==> src/rtl/perf_snapshot_sampler.sv <==
// rtl/perf_snapshot_sampler.sv - Tear-free perf counter snapshot master feeding a framed record FIFO
module perf_snapshot_sampler #(
  parameter int NUM_SECTIONS    = 3,
  parameter int FIFO_DEPTH      = 16,
  parameter bit CLEAR_ON_SAMPLE = 1'b0
) (
  input  logic        clk,
  input  logic        reset_n,
  input  logic        trigger,
  output logic [3:0]  avm_address,
  output logic        avm_read,
  output logic        avm_write,
  output logic        avm_begintransfer,
  output logic [31:0] avm_writedata,
  input  logic [31:0] avm_readdata,
  output logic [31:0] out_data,
  output logic        out_valid,
  input  logic        out_ready,
  output logic        out_sop,
  output logic        out_eop,
  output logic        busy,
  output logic [15:0] drop_count
);
  localparam int SW        = (NUM_SECTIONS > 1) ? $clog2(NUM_SECTIONS) : 1;
  localparam int PW        = (FIFO_DEPTH > 1) ? $clog2(FIFO_DEPTH) : 1;
  localparam int REC_WORDS = 3 * NUM_SECTIONS;
  localparam logic [SW-1:0] LAST_SEC = SW'(NUM_SECTIONS - 1);

  typedef enum logic [2:0] {
    S_IDLE, S_RD_HI1, S_RD_LO, S_RD_HI2, S_RD_LO2, S_RD_EV, S_PUSH, S_CLEAR
  } state_t;

  state_t        state, state_n;
  logic          phase, phase_n;
  logic [SW-1:0] sec, sec_n;
  logic [1:0]    widx, widx_n;
  logic [31:0]   hi1, lo, hi2, ev;
  logic          pending, pending_n, drop_inc;
  logic          req, start, has_room, push, pop;
  logic [33:0]   push_word;
  logic [1:0]    addr_off;

  logic [33:0]   fifo_mem [FIFO_DEPTH];
  logic [PW-1:0] wr_ptr, rd_ptr;
  logic [PW:0]   fifo_count;

  // Space for a whole record is reserved at admission, so PUSH never stalls.
  assign has_room = (FIFO_DEPTH - int'(fifo_count)) >= REC_WORDS;

  always_comb begin
    req       = trigger | pending;
    start     = 1'b0;
    pending_n = pending;
    drop_inc  = 1'b0;
    if (state == S_IDLE) begin
      if (req && has_room) begin
        start     = 1'b1;
        pending_n = trigger & pending;
      end else if (req) begin
        drop_inc  = 1'b1;
        pending_n = 1'b0;
      end
    end else if (trigger) begin
      if (pending) drop_inc = 1'b1;
      else         pending_n = 1'b1;
    end
  end

  always_ff @(posedge clk) begin
    if (!reset_n) begin
      state      <= S_IDLE;
      phase      <= 1'b0;
      sec        <= '0;
      widx       <= '0;
      pending    <= 1'b0;
      drop_count <= '0;
      hi1        <= '0;
      lo         <= '0;
      hi2        <= '0;
      ev         <= '0;
    end else begin
      state   <= state_n;
      phase   <= phase_n;
      sec     <= sec_n;
      widx    <= widx_n;
      pending <= pending_n;
      if (drop_inc && drop_count != 16'hFFFF) drop_count <= drop_count + 16'd1;
      if (phase) begin
        unique case (state)
          S_RD_HI1: hi1 <= avm_readdata;
          S_RD_LO:  lo  <= avm_readdata;
          S_RD_HI2: hi2 <= avm_readdata;
          S_RD_LO2: lo  <= avm_readdata;
          S_RD_EV:  ev  <= avm_readdata;
          default: ;
        endcase
      end
    end
  end

  always_comb begin
    state_n = state;
    phase_n = 1'b0;
    sec_n   = sec;
    widx_n  = widx;
    unique case (state)
      S_IDLE: begin
        if (start) begin
          state_n = S_RD_HI1;
          sec_n   = '0;
        end
      end
      S_RD_HI1, S_RD_LO, S_RD_HI2, S_RD_LO2, S_RD_EV: begin
        phase_n = ~phase;
        if (phase) begin
          unique case (state)
            S_RD_HI1: state_n = S_RD_LO;
            S_RD_LO:  state_n = S_RD_HI2;
            // A changed high word means the low word may have wrapped: re-read it.
            S_RD_HI2: state_n = (avm_readdata != hi1) ? S_RD_LO2 : S_RD_EV;
            S_RD_LO2: state_n = S_RD_EV;
            default: begin
              state_n = S_PUSH;
              widx_n  = '0;
            end
          endcase
        end
      end
      S_PUSH: begin
        widx_n = widx + 2'd1;
        if (widx == 2'd2) begin
          widx_n = '0;
          if (sec == LAST_SEC) begin
            state_n = CLEAR_ON_SAMPLE ? S_CLEAR : S_IDLE;
          end else begin
            sec_n   = sec + SW'(1);
            state_n = S_RD_HI1;
          end
        end
      end
      default: state_n = S_IDLE;
    endcase
  end

  always_comb begin
    avm_read          = 1'b0;
    avm_write         = 1'b0;
    avm_begintransfer = 1'b0;
    avm_writedata     = '0;
    avm_address       = '0;
    addr_off          = 2'd0;
    unique case (state)
      S_RD_HI1, S_RD_LO, S_RD_HI2, S_RD_LO2, S_RD_EV: begin
        if (state == S_RD_HI1 || state == S_RD_HI2) addr_off = 2'd1;
        else if (state == S_RD_EV)                  addr_off = 2'd2;
        avm_address       = 4'({sec, addr_off});
        avm_read          = ~phase;
        avm_begintransfer = ~phase;
      end
      S_CLEAR: begin
        avm_write         = 1'b1;
        avm_begintransfer = 1'b1;
        avm_writedata     = 32'h1;
      end
      default: ;
    endcase
  end

  assign busy = (state != S_IDLE);

  // FIFO word layout: {sop, eop, data}; hi2 equals hi1 whenever no retry happened.
  always_comb begin
    push_word = '0;
    unique case (widx)
      2'd0:    push_word = {sec == '0, 1'b0, lo};
      2'd1:    push_word = {2'b00, hi2};
      default: push_word = {1'b0, sec == LAST_SEC, ev};
    endcase
  end

  assign push      = (state == S_PUSH);
  assign out_valid = (fifo_count != '0);
  assign pop       = out_valid & out_ready;

  always_ff @(posedge clk) begin
    if (push) fifo_mem[wr_ptr] <= push_word;
  end

  always_ff @(posedge clk) begin
    if (!reset_n) begin
      wr_ptr     <= '0;
      rd_ptr     <= '0;
      fifo_count <= '0;
    end else begin
      if (push) wr_ptr <= wr_ptr + PW'(1);
      if (pop)  rd_ptr <= rd_ptr + PW'(1);
      unique case ({push, pop})
        2'b10:   fifo_count <= fifo_count + (PW+1)'(1);
        2'b01:   fifo_count <= fifo_count - (PW+1)'(1);
        default: ;
      endcase
    end
  end

  assign out_data = out_valid ? fifo_mem[rd_ptr][31:0] : '0;
  assign out_sop  = out_valid & fifo_mem[rd_ptr][33];
  assign out_eop  = out_valid & fifo_mem[rd_ptr][32];

endmodule
==> config.mk <==
export PLATFORM = sky130hd
export DESIGN_NAME = perf_snapshot_sampler
export DESIGN_NICKNAME = d
export VERILOG_FILES = /design/src/rtl/perf_snapshot_sampler.sv
export SDC_FILE = /design/constraint.sdc
export NUM_CORES = 1
export LEC_CHECK = 0
export BUFFER_PORTS_ARGS = -buffer_cell sky130_fd_sc_hd__buf_2
export CORE_MARGIN = 8
export CORE_UTILIZATION = 56
export CTS_CLUSTER_DIAMETER = 100
export CTS_CLUSTER_SIZE = 25
export DETAILED_ROUTE_END_ITERATION = 6
export PLACE_DENSITY = 0.86
export SYNTH_ARGS = -nofsm -noshare
export SYNTH_HDL_FRONTEND = slang
export SYNTH_SLANG_ARGS = --single-unit
==> constraint.sdc <==
create_clock -name clk -period 8.15 [get_ports clk]
set_input_delay 0.4075 -clock clk [delete_from_list [all_inputs] [get_ports clk]]
set_output_delay 0.4075 -clock clk [all_outputs]
set_load 0.03 [all_outputs]
==> flow_summary.ini <==
[setup_path]
cp_max_fo = 84
cp_data_required_time_ns = 7.74
ff2ff_setup_slack_ns = 4.68
worstPathArrival_ns = 4.00
cp-start-kind = flip-flop
crit_path_end_kind = primary output
critPathKind = flip-flop to primary output

[clock_network]
post_cts_resized = 0
hold_buffers = 0
cts_tree = yes
clock-root-buffer = clkbuf_16
numCtsBuffers = 34
ctsLongestPathBuffers = 3
cts.htree.levels = 2
clock_latency_ns = 0.58
clock-sinks = 714
cts_setup_buffers = 0
cts.clk_slew.worst_paths_ns = 0.10

[place]
dpl.cell_count = 2543
globalplace.congestion = 0.773
placed_area_mm2 = 0.0298
hpwlAfterDp_um = 37600
port_buffers = 95
pre_cts_ws_ns = 4.46

[routing]
route.detailed.wl_per_inst_um = 25.7
maxUsedRoutingLayer = met4
first_pass_iters = 5
drt_wl_total_um = 66500
vias = 16000
drt_iter0_markers = 1908
drc = 0
met1_length_um = 25000
dr_wl_met2_um = 33300
vias_per_cell = 6.18
ant_nets = 0
route.met3.wl_um = 6040

[synth]
syn_inst = 1825
syn_avg_cell_area_um2 = 15.6
synth_top_area_share_pct = 57.4
ys_warn_count = 0
synth_edf_count = 544
ys_ff_latch = 714
synth_area_mm2 = 0.0284
synthArstFlopShare_pct = 0
yosysTopAreaCell = edfxtp_1
synth.distinct_cells = 53
synthFlopType = edfxtp_1
ys_top_cells_by_area = edfxtp_1 (57%), mux4_2 (13%), dfxtp_1 (12%)
synth-seq-area-share_pct = 69.4

[timing]
slew_violations = 0
tightest_slew_ns = 1.24
rsz0062_at_grt = no
fmax_ghz = 0.227
slew_headroom_pct = 17.4
skew_ns = 0.0149
hold_violations = 0
finalCriticalPeriod_ns = 4.40
finalCritPeriodShare_pct = 54.0
finalSetupViolCount = 0
fin_setup_tns_ns = 0
setup_ws_ns = 3.75

[cells_and_area]
post_route_cells_drive_above_1_share_pct = 20.6
antennaDiodeCount = 0
layout.cells.non_filler = 2588
final_nets = 1957
num-fill-cells = 3477
area.growth.synth_to_final_pct = 8.01
stdcell_area_mm2 = 0.0307

[global_routing]
grt_max_degree = 129
grt_pass1_vias = 16300
antenna_found_initial = 0
grt_pass1_wl_um = 99900
track_usage_pct = 23.0
grt_remaining_overflow = 0

[floorplan]
ios = 127
die_h_um = 241
die_w_um = 241
dieArea_mm2 = 0.0583
row_count = 82
core_mm2 = 0.0502
start_util_pct = 56.7

[power_and_ir_drop]
p_leak_nw = 9.54
ir_worst_vdd_mv = 0.122
power_per_cell_area_mw_per_mm2 = 195

[run]
drv_cap = 0

[min_path]
worstHoldPathType = primary input to flip-flop

[outcome]
status = finished, final reports clean
## critical path, cell delays in order (launching register included)
cell and delay (ns):
dfxtp_4 0.86, buf_4 0.97, mux4_2 0.47, mux4_2 0.47, and2_1 0.24, buf_2 0.21
## final cells by class
type / count / area (um^2) / share of cell area [%]
clock buffer: 43 / 906 / 2.95
clock inverter: 2 / 25.0 / 0.0814
inverter: 19 / 73.8 / 0.240
multi-input combinational: 983 / 8190 / 26.7
sequential: 714 / 19800 / 64.3
tap: 672 / 841 / 2.74
timing repair buffer: 155 / 938 / 3.05
## through the flow
stage | hold slack, ns | utilization, % | power (mW)
floorplan | 0.436 | - | 4.16
global placement | 0.441 | 59.4 | 4.20
detailed placement | 0.446 | 59.4 | 4.21
CTS | 0.0841 | 61.2 | 6.02
global route | 0.0980 | 61.2 | 6.15
finish | 0.108 | 61.2 | 6.00
## state kept, by name, summed over array words and instances, names as in the netlist, named ones only
signal and count:
hi1 32, fifo_mem 544, widx 2, ev 32, lo 32, sec 2
wr_ptr 4, drop_count 16, phase 1, rd_ptr 4, hi2 32, state 3
fifo_count 5, pending 1
## layout by cell type, fill, tap and decap left out, types with 3 or more instances in the layout
| cell type | n |
|---|---|
| a211oi_1 | 3 |
| a21oi_1 | 154 |
| and2_1 | 39 |
| and3_1 | 4 |
| buf_2 | 95 |
| buf_4 | 59 |
| clkbuf_1 | 8 |
| clkbuf_16 | 35 |
| conb_1 | 31 |
| dfxtp_1 | 164 |
| dfxtp_2 | 4 |
| edfxtp_1 | 544 |
| ha_1 | 13 |
| inv_1 | 17 |
| mux2i_1 | 35 |
| mux4_2 | 170 |
| nand2_1 | 306 |
| nand2b_1 | 5 |
| nand3_1 | 12 |
| nand4_1 | 14 |
| nor2_1 | 34 |
| nor2_4 | 12 |
| nor2b_1 | 6 |
| nor3_1 | 7 |
| nor3_2 | 4 |
| nor4_1 | 6 |
| o21ai_0 | 44 |
| o31ai_1 | 4 |
| or4_1 | 5 |
| xnor2_1 | 32 |
| xor2_1 | 14 |
## final timing paths
kind                                            start                   endpoint  depth (start not counted)
worst min register to register    lo[20]$_SDFFE_PN0P_        lo[20]$_SDFFE_PN0P_                          2
worst max register to register  state[2]$_SDFFE_PN0P_  fifo_mem[7][20]$_DFFE_PP_                          5
worst min-delay path                  avm_readdata[3]        hi1[3]$_SDFFE_PN0P_                          3
worst max-delay path                        flip-flop               out_data[31]                          5
## synth_stat cells, drive strengths merged, types with 19 or more instances
| cell type | number |
|---|---|
| edfxtp | 544 |
| nand2 | 306 |
| dfxtp | 170 |
| mux4 | 170 |
| a21oi | 154 |
| clkbuf | 88 |
| buf | 50 |
| nor2 | 47 |
| o21ai | 45 |
| and2 | 41 |
| mux2i | 35 |
| xnor2 | 32 |
| inv | 19 |
## metal layers
layer  vias up  global-route usage, %
li1       6919                      -
met5         -                      0
met1      8118                   30.4
met3       139                   3.15
met4         0                   7.67
met2       810                   39.1
## kinds of logic after synthesis
kind of cell / after synthesis / synth area share [%]
AND/OR/NAND/NOR: 470 / 7.25
XOR/XNOR: 46 / 1.42
multiplexers: 205 / 14.7
buffers and inverters: 158 / 2.63
adder cells (fa/ha/maj): 14 / 0.642
AO/OA/AOI/OAI: 217 / 3.98
other: 1 / 0.0132
flip-flops: 714 / 69.4
## power breakdown
group / switching [mW] / internal (mW) / total [mW]
registers: 0.0255 / 3.88 / 3.91
clock network: 1.07 / 0.795 / 1.87
logic: 0.157 / 0.0660 / 0.223
total: 1.25 / 4.74 / 6.00
No activity file was read; power rests on OpenSTA's default activity.
